File: config.mk
export PLATFORM = sky130hd
export DESIGN_NAME = inv_subbytes_serial
export DESIGN_NICKNAME = d
export VERILOG_FILES = /design/src/rtl/aes_canright_pkg.sv /design/src/rtl/canright_inv_sbox.sv /design/src/rtl/inv_subbytes_serial.sv
export SDC_FILE = /design/constraint.sdc
export NUM_CORES = 1
export LEC_CHECK = 0
export BUFFER_PORTS_ARGS = -buffer_cell sky130_fd_sc_hd__buf_2
export CORE_ASPECT_RATIO = 1.5
export CORE_UTILIZATION = 40
export CTS_CLUSTER_SIZE = 8
export DETAILED_ROUTE_END_ITERATION = 16
export PLACE_DENSITY = 0.68
export SETUP_SLACK_MARGIN = 0.05
export SLEW_MARGIN = 20
export SYNTH_ARGS = -nofsm -noshare
export SYNTH_HDL_FRONTEND = slang
export SYNTH_HIERARCHICAL = 1
export SYNTH_SLANG_ARGS = --single-unit
File: constraint.sdc
create_clock -name clk -period 13.55 [get_ports clk]
set_input_delay 0.6775 -clock clk [delete_from_list [all_inputs] [get_ports clk]]
set_output_delay 0.6775 -clock clk [all_outputs]
set_load 0.1 [all_outputs]
File: src/rtl/aes_canright_pkg.sv
// Shared Canright tower-field arithmetic (normal basis) and basis-change constants
// for the AES forward and inverse S-boxes.
package aes_canright_pkg;

  localparam logic [7:0] AFFINE_C = 8'h63;

  // Row for input bit i lives at [8*i +: 8]; the top byte is the bit-7 row.
  localparam logic [63:0] S2X_ROWS = 64'h8C79_05EB_1204_5153;
  localparam logic [63:0] X2A_ROWS = 64'h6478_6E8C_6829_DE60;

  typedef enum logic [1:0] {
    ST_IDLE,
    ST_RUN,
    ST_DRAIN,
    ST_DONE
  } isb_state_e;

  // GF(2^2), normal basis (W^2, W)
  function automatic logic [1:0] g4_mul(input logic [1:0] x, input logic [1:0] y);
    logic e;
    e = (x[1] ^ x[0]) & (y[1] ^ y[0]);
    return {(x[1] & y[1]) ^ e, (x[0] & y[0]) ^ e};
  endfunction

  function automatic logic [1:0] g4_scl_n(input logic [1:0] x);
    return {x[0], x[1] ^ x[0]};
  endfunction

  function automatic logic [1:0] g4_scl_n2(input logic [1:0] x);
    return {x[1] ^ x[0], x[1]};
  endfunction

  // Squaring and inversion coincide in GF(2^2).
  function automatic logic [1:0] g4_sq(input logic [1:0] x);
    return {x[0], x[1]};
  endfunction

  // GF(2^4), normal basis (alpha^8, alpha^2)
  function automatic logic [3:0] g16_mul(input logic [3:0] x, input logic [3:0] y);
    logic [1:0] e;
    e = g4_scl_n(g4_mul(x[3:2] ^ x[1:0], y[3:2] ^ y[1:0]));
    return {g4_mul(x[3:2], y[3:2]) ^ e, g4_mul(x[1:0], y[1:0]) ^ e};
  endfunction

  function automatic logic [3:0] g16_sq_scl(input logic [3:0] x);
    return {g4_sq(x[3:2] ^ x[1:0]), g4_scl_n2(g4_sq(x[1:0]))};
  endfunction

  function automatic logic [3:0] g16_inv(input logic [3:0] x);
    logic [1:0] c;
    logic [1:0] d;
    logic [1:0] e;
    c = g4_scl_n(g4_sq(x[3:2] ^ x[1:0]));
    d = g4_mul(x[3:2], x[1:0]);
    e = g4_sq(c ^ d);
    return {g4_mul(e, x[1:0]), g4_mul(e, x[3:2])};
  endfunction

  // GF(2^8), normal basis (d^16, d); 0 maps to 0.
  function automatic logic [7:0] g256_inv(input logic [7:0] x);
    logic [3:0] c;
    logic [3:0] d;
    logic [3:0] e;
    c = g16_sq_scl(x[7:4] ^ x[3:0]);
    d = g16_mul(x[7:4], x[3:0]);
    e = g16_inv(c ^ d);
    return {g16_mul(e, x[3:0]), g16_mul(e, x[7:4])};
  endfunction

  function automatic logic [7:0] change_basis(input logic [7:0] x, input logic [63:0] rows);
    logic [7:0] y;
    y = '0;
    for (int i = 0; i < 8; i++) begin
      if (x[i]) y ^= rows[8*i +: 8];
    end
    return y;
  endfunction

endpackage

File: src/rtl/canright_inv_sbox.sv
// AES inverse S-box built on the shared tower-field inverter; PIPE=1 registers
// the GF(2^8) inverse before the output basis change.
module canright_inv_sbox
  import aes_canright_pkg::*;
#(
  parameter int PIPE = 1
) (
  input  logic       clk,
  input  logic       rst_n,
  input  logic [7:0] din,
  output logic [7:0] dout
);

  logic [7:0] inv_d;
  logic [7:0] inv_q;

  assign inv_d = g256_inv(change_basis(din ^ AFFINE_C, S2X_ROWS));

  generate
    if (PIPE != 0) begin : g_pipe
      always_ff @(posedge clk or negedge rst_n) begin
        if (!rst_n) inv_q <= '0;
        else        inv_q <= inv_d;
      end
    end else begin : g_comb
      assign inv_q = inv_d;
    end
  endgenerate

  assign dout = change_basis(inv_q, X2A_ROWS);

endmodule

File: src/rtl/inv_subbytes_serial.sv
// Serial InvSubBytes: one shared inverse S-box walks the state one byte per
// cycle, rewriting the work register in place, then holds the result for handoff.
module inv_subbytes_serial
  import aes_canright_pkg::*;
#(
  parameter int NBYTES = 16,
  parameter int PIPE   = 1
) (
  input  logic                clk,
  input  logic                rst_n,
  input  logic                in_valid,
  output logic                in_ready,
  input  logic [8*NBYTES-1:0] in_data,
  output logic                out_valid,
  input  logic                out_ready,
  output logic [8*NBYTES-1:0] out_data,
  output logic                busy
);

  localparam int CW = (NBYTES > 1) ? $clog2(NBYTES) : 1;
  localparam logic [CW-1:0] LAST = CW'(NBYTES - 1);

  isb_state_e          state_reg;
  isb_state_e          state_next;
  logic [CW-1:0]       ctr_reg;
  logic [8*NBYTES-1:0] work_reg;
  logic                in_ready_reg;
  logic [7:0]          sbox_in;
  logic [7:0]          sbox_out;
  logic                wr_en;
  logic [CW-1:0]       wr_idx;
  logic                accept;

  assign accept  = (state_reg == ST_IDLE) && in_valid && in_ready_reg;
  assign sbox_in = work_reg[8*int'(ctr_reg) +: 8];

  canright_inv_sbox #(
    .PIPE(PIPE)
  ) u_sbox (
    .clk  (clk),
    .rst_n(rst_n),
    .din  (sbox_in),
    .dout (sbox_out)
  );

  always_comb begin
    state_next = state_reg;
    wr_en      = 1'b0;
    wr_idx     = ctr_reg;
    case (state_reg)
      ST_IDLE: begin
        if (accept) state_next = ST_RUN;
      end
      ST_RUN: begin
        // With the pipeline register the sbox result belongs to the previous byte.
        if (PIPE != 0) begin
          wr_en  = (ctr_reg != '0);
          wr_idx = ctr_reg - CW'(1);
        end else begin
          wr_en  = 1'b1;
        end
        if (ctr_reg == LAST) state_next = (PIPE != 0) ? ST_DRAIN : ST_DONE;
      end
      ST_DRAIN: begin
        wr_en      = 1'b1;
        state_next = ST_DONE;
      end
      ST_DONE: begin
        if (out_ready) state_next = ST_IDLE;
      end
      default: state_next = ST_IDLE;
    endcase
  end

  always_ff @(posedge clk or negedge rst_n) begin
    if (!rst_n) begin
      state_reg    <= ST_IDLE;
      ctr_reg      <= '0;
      work_reg     <= '0;
      in_ready_reg <= 1'b0;
    end else begin
      state_reg    <= state_next;
      in_ready_reg <= (state_next == ST_IDLE);
      if (state_reg == ST_IDLE) begin
        ctr_reg <= '0;
        if (accept) work_reg <= in_data;
      end else begin
        if (state_reg == ST_RUN && ctr_reg != LAST) ctr_reg <= ctr_reg + CW'(1);
        if (wr_en) work_reg[8*int'(wr_idx) +: 8] <= sbox_out;
      end
    end
  end

  assign in_ready  = in_ready_reg;
  assign out_valid = (state_reg == ST_DONE);
  assign out_data  = work_reg;
  assign busy      = (state_reg != ST_IDLE);

endmodule

==> flow_summary_export.csv <==
group,metric,value,unit
yosys,synth_edf_count,0,
clocking,cts_buffers,17,
grt,grt_overflow,0,
clocking,cts_tree,"yes",
grt,antenna_found_initial,1,
clocking,cts_root_buf,"clkbuf_16",
sta,fmax,0.128,GHz
floorplanning,die_w,133,µm
routing,drt-total-wl,41800,µm
place,gp_routability_congestion,0.987,
place,numPortBuffers,262,
clocking,clock-sinks,143,
cells_and_area,nFillCells,2321,
yosys,syn_nets,1076,
sta,setup_violations,0,
hold_path,hold_path.class,"in2async",
routing,wl_per_cell,27.9,µm
job,maxCapViolCount,0,
floorplanning,io_pins,263,
sta,rsz0062_at_grt,"no",
clocking,post_cts_buffers,0,
grt,grt_pass1_vias,9520,
yosys,ys_seq_area_share,35.0,%
sta,skew,8.91,ps
grt,grt_pass1_wl,60900,µm
critical_path,crit_start,"ctr_reg[0]$_DFFE_PN0P_",
sta,setup_ws,5730,ps
clocking,clkTransAtPathRegs,70,ps
routing,dr.pass1.iters,5,
floorplanning,start_util,40.7,%
place,place_ws,5750,ps
sta,layout_min_cycle_time,7820,ps
sta,fin_tns_setup,0,ps
yosys,yosysWarnings,6,
yosys,syn_area_per_cell,11.0,µm²
status,outcome,"finished clean",
clocking,clock_path_buffers,2,
yosys,synth.distinct_cells,84,
yosys,syn_inst,930,
sta,maxSlewHeadroom,26.8,%
yosys,yosysTopAreaCellShare,35.0,%
yosys,netlist_area,10200,µm²
routing,viasPerCell,6.28,
critical_path,critPathRequiredTime,13920,ps
floorplanning,die-height,198,µm
clocking,clk_latency,440,ps
critical_path,rr_startpoint,"ctr_reg[0]$_DFFE_PN0P_",
sta,tightest_slew,1100,ps
critical_path,critPathCaptureType,"register",
critical_path,worstPathArrival,8190,ps
clocking,post_cts_resized,0,
routing,drc,0,
cells_and_area,antennaDiodeCount,0,
floorplanning,die-area,26300,µm²
clocking,h-tree-depth,4,
floorplanning,core_area,25100,µm²
cells_and_area,final_util,49.2,%
sta,slew_violations,0,
cells_and_area,final_nets,1303,
cells_and_area,syn_to_final_growth,20.9,%
floorplanning,rows,71,
yosys,synth_top_area_cell,"dfrtp_1",
critical_path,critPathKind,"reg2reg",
critical_path,path_max_fanout,30,
yosys,ys.flop_type,"dfrtp_1",
yosys,synthArstFlopShare,100,%
sta,finalHoldViolations,0,
cells_and_area,largest_reg_flops,128,
routing,drtIter0Drc,969,
routing,routed-via-count,9411,
yosys,ys_top_cells_by_area,"dfrtp_1 (35%), mux4_2 (8.8%), mux2_2 (7.0%)",
grt,grt_max_degree,75,
grt,grtUsageTotal,32.3,%
critical_path,crit_path_start_kind,"register",
cells_and_area,drive_gt1_share,43.2,%
sta,period_share,57.7,%
routing,postRouteAntennaNets,0,
yosys,ys_ff_latch,143,
clocking,hold_buffers,0,
place,hpwl,32300,µm
==> final timing paths <==
path / cells past startpoint / to / slack, ps
min in group clk: 3 / out_data[107]$_DFFE_PN0P_ / 450
max in group asynchronous: 2 / ctr_reg[0]$_DFFE_PN0P_ / 11860
min reg2reg: 1 / out_data[14]$_DFFE_PN0P_ / 540
min: 1 / out_data[1]$_DFFE_PN0P_ / 260
max: 20 / u_sbox/inv_q[3]$_DFF_PN0_ / 5730
max reg2reg: 20 / u_sbox/inv_q[3]$_DFF_PN0_ / 5730
==> critical path: stages (launching register included) <==
cell and delay [ps]:
dfrtp_2 620, buf_4 560, mux4_2 580, mux4_2 600, xnor2_1 370, xor2_1 500, ha_1 370, xnor2_1 350
a21oi_1 100, or4_1 540, and2_1 310, ha_1 360, xnor2_1 450, xnor2_1 280, nand3_1 240, and4_1 270
a211o_1 320, xnor2_4 300, nor4_1 90, a311oi_2 350, xnor2_1 160
==> cell usage after synthesis, drive strengths merged, types with 25 or more instances <==
master    n
clkbuf   28
inv      47
dfrtp   143
a32o     32
mux4     40
xor2     34
buf      42
xnor2    54
mux2     72
nor2     44
nor3     25
nand2    90
==> logic make-up after synthesis <==
| kind of cell | after synthesis | share of synthesized area [%] |
|---|---|---|
| simple gates | 240 | 12.3 |
| compound gates | 204 | 18.0 |
| flops | 143 | 35.0 |
| mux | 118 | 17.3 |
| buf+inv | 117 | 5.29 |
| xor+xnor | 94 | 10.4 |
| fa+ha+maj | 14 | 1.71 |
==> cell type report <==
cell class | count | area [µm²] | share of cell area, %
well taps | 328 | 410 | 3.32
flip-flops and latches | 143 | 3580 | 28.9
clock inverters | 13 | 151 | 1.22
inverters | 47 | 176 | 1.43
clock buffers | 19 | 453 | 3.66
repair buffers | 278 | 1440 | 11.6
multi-input cells | 670 | 6170 | 49.8
==> cell usage in the layout (no fill, tap or decap), types with 5 or more instances in the layout <==
cell	n
a21oi_1	15
a221o_1	8
a221oi_1	16
a31oi_2	8
a32o_1	32
a32oi_1	9
and3_1	6
buf_2	261
buf_4	16
clkbuf_16	17
dfrtp_1	142
ha_1	13
inv_1	44
inv_6	5
mux2_1	8
mux2_2	64
mux2i_1	6
mux4_2	40
nand2_1	90
nand3_1	12
nand4_1	8
nor2_1	42
nor3_1	17
nor3_2	6
nor4b_1	8
o21ai_0	13
o221a_2	12
o221ai_1	8
o22ai_1	5
o2bb2ai_1	9
o31ai_1	14
o41ai_1	18
or2_2	16
xnor2_1	46
xnor2_2	6
xor2_1	25
xor2_2	6
==> routing by layer <==
| metal | track usage [%] | part of all wire, % | vias up |
|---|---|---|---|
| li1 | - | - | 3992 |
| met1 | 35.9 | 35 | 4682 |
| met3 | 6.07 | 7.5 | 166 |
| met5 | 0 | 0.033 | - |
| met4 | 23.8 | 7.9 | 2 |
| met2 | 55.2 | 50 | 569 |
==> metrics by stage <==
stage	instances	hold WS, ps	instance area, µm²
final	1498	256	12400
after global routing	1498	316	12400
after CTS	1498	284	12400
after detailed placement	1466	510	11800
after global placement	1466	491	11800
after floorplan	930	382	10200
Power is left out: the tool's default activity adds up to more than one toggle a clock period on the data nets, which glitch-free logic cannot reach.
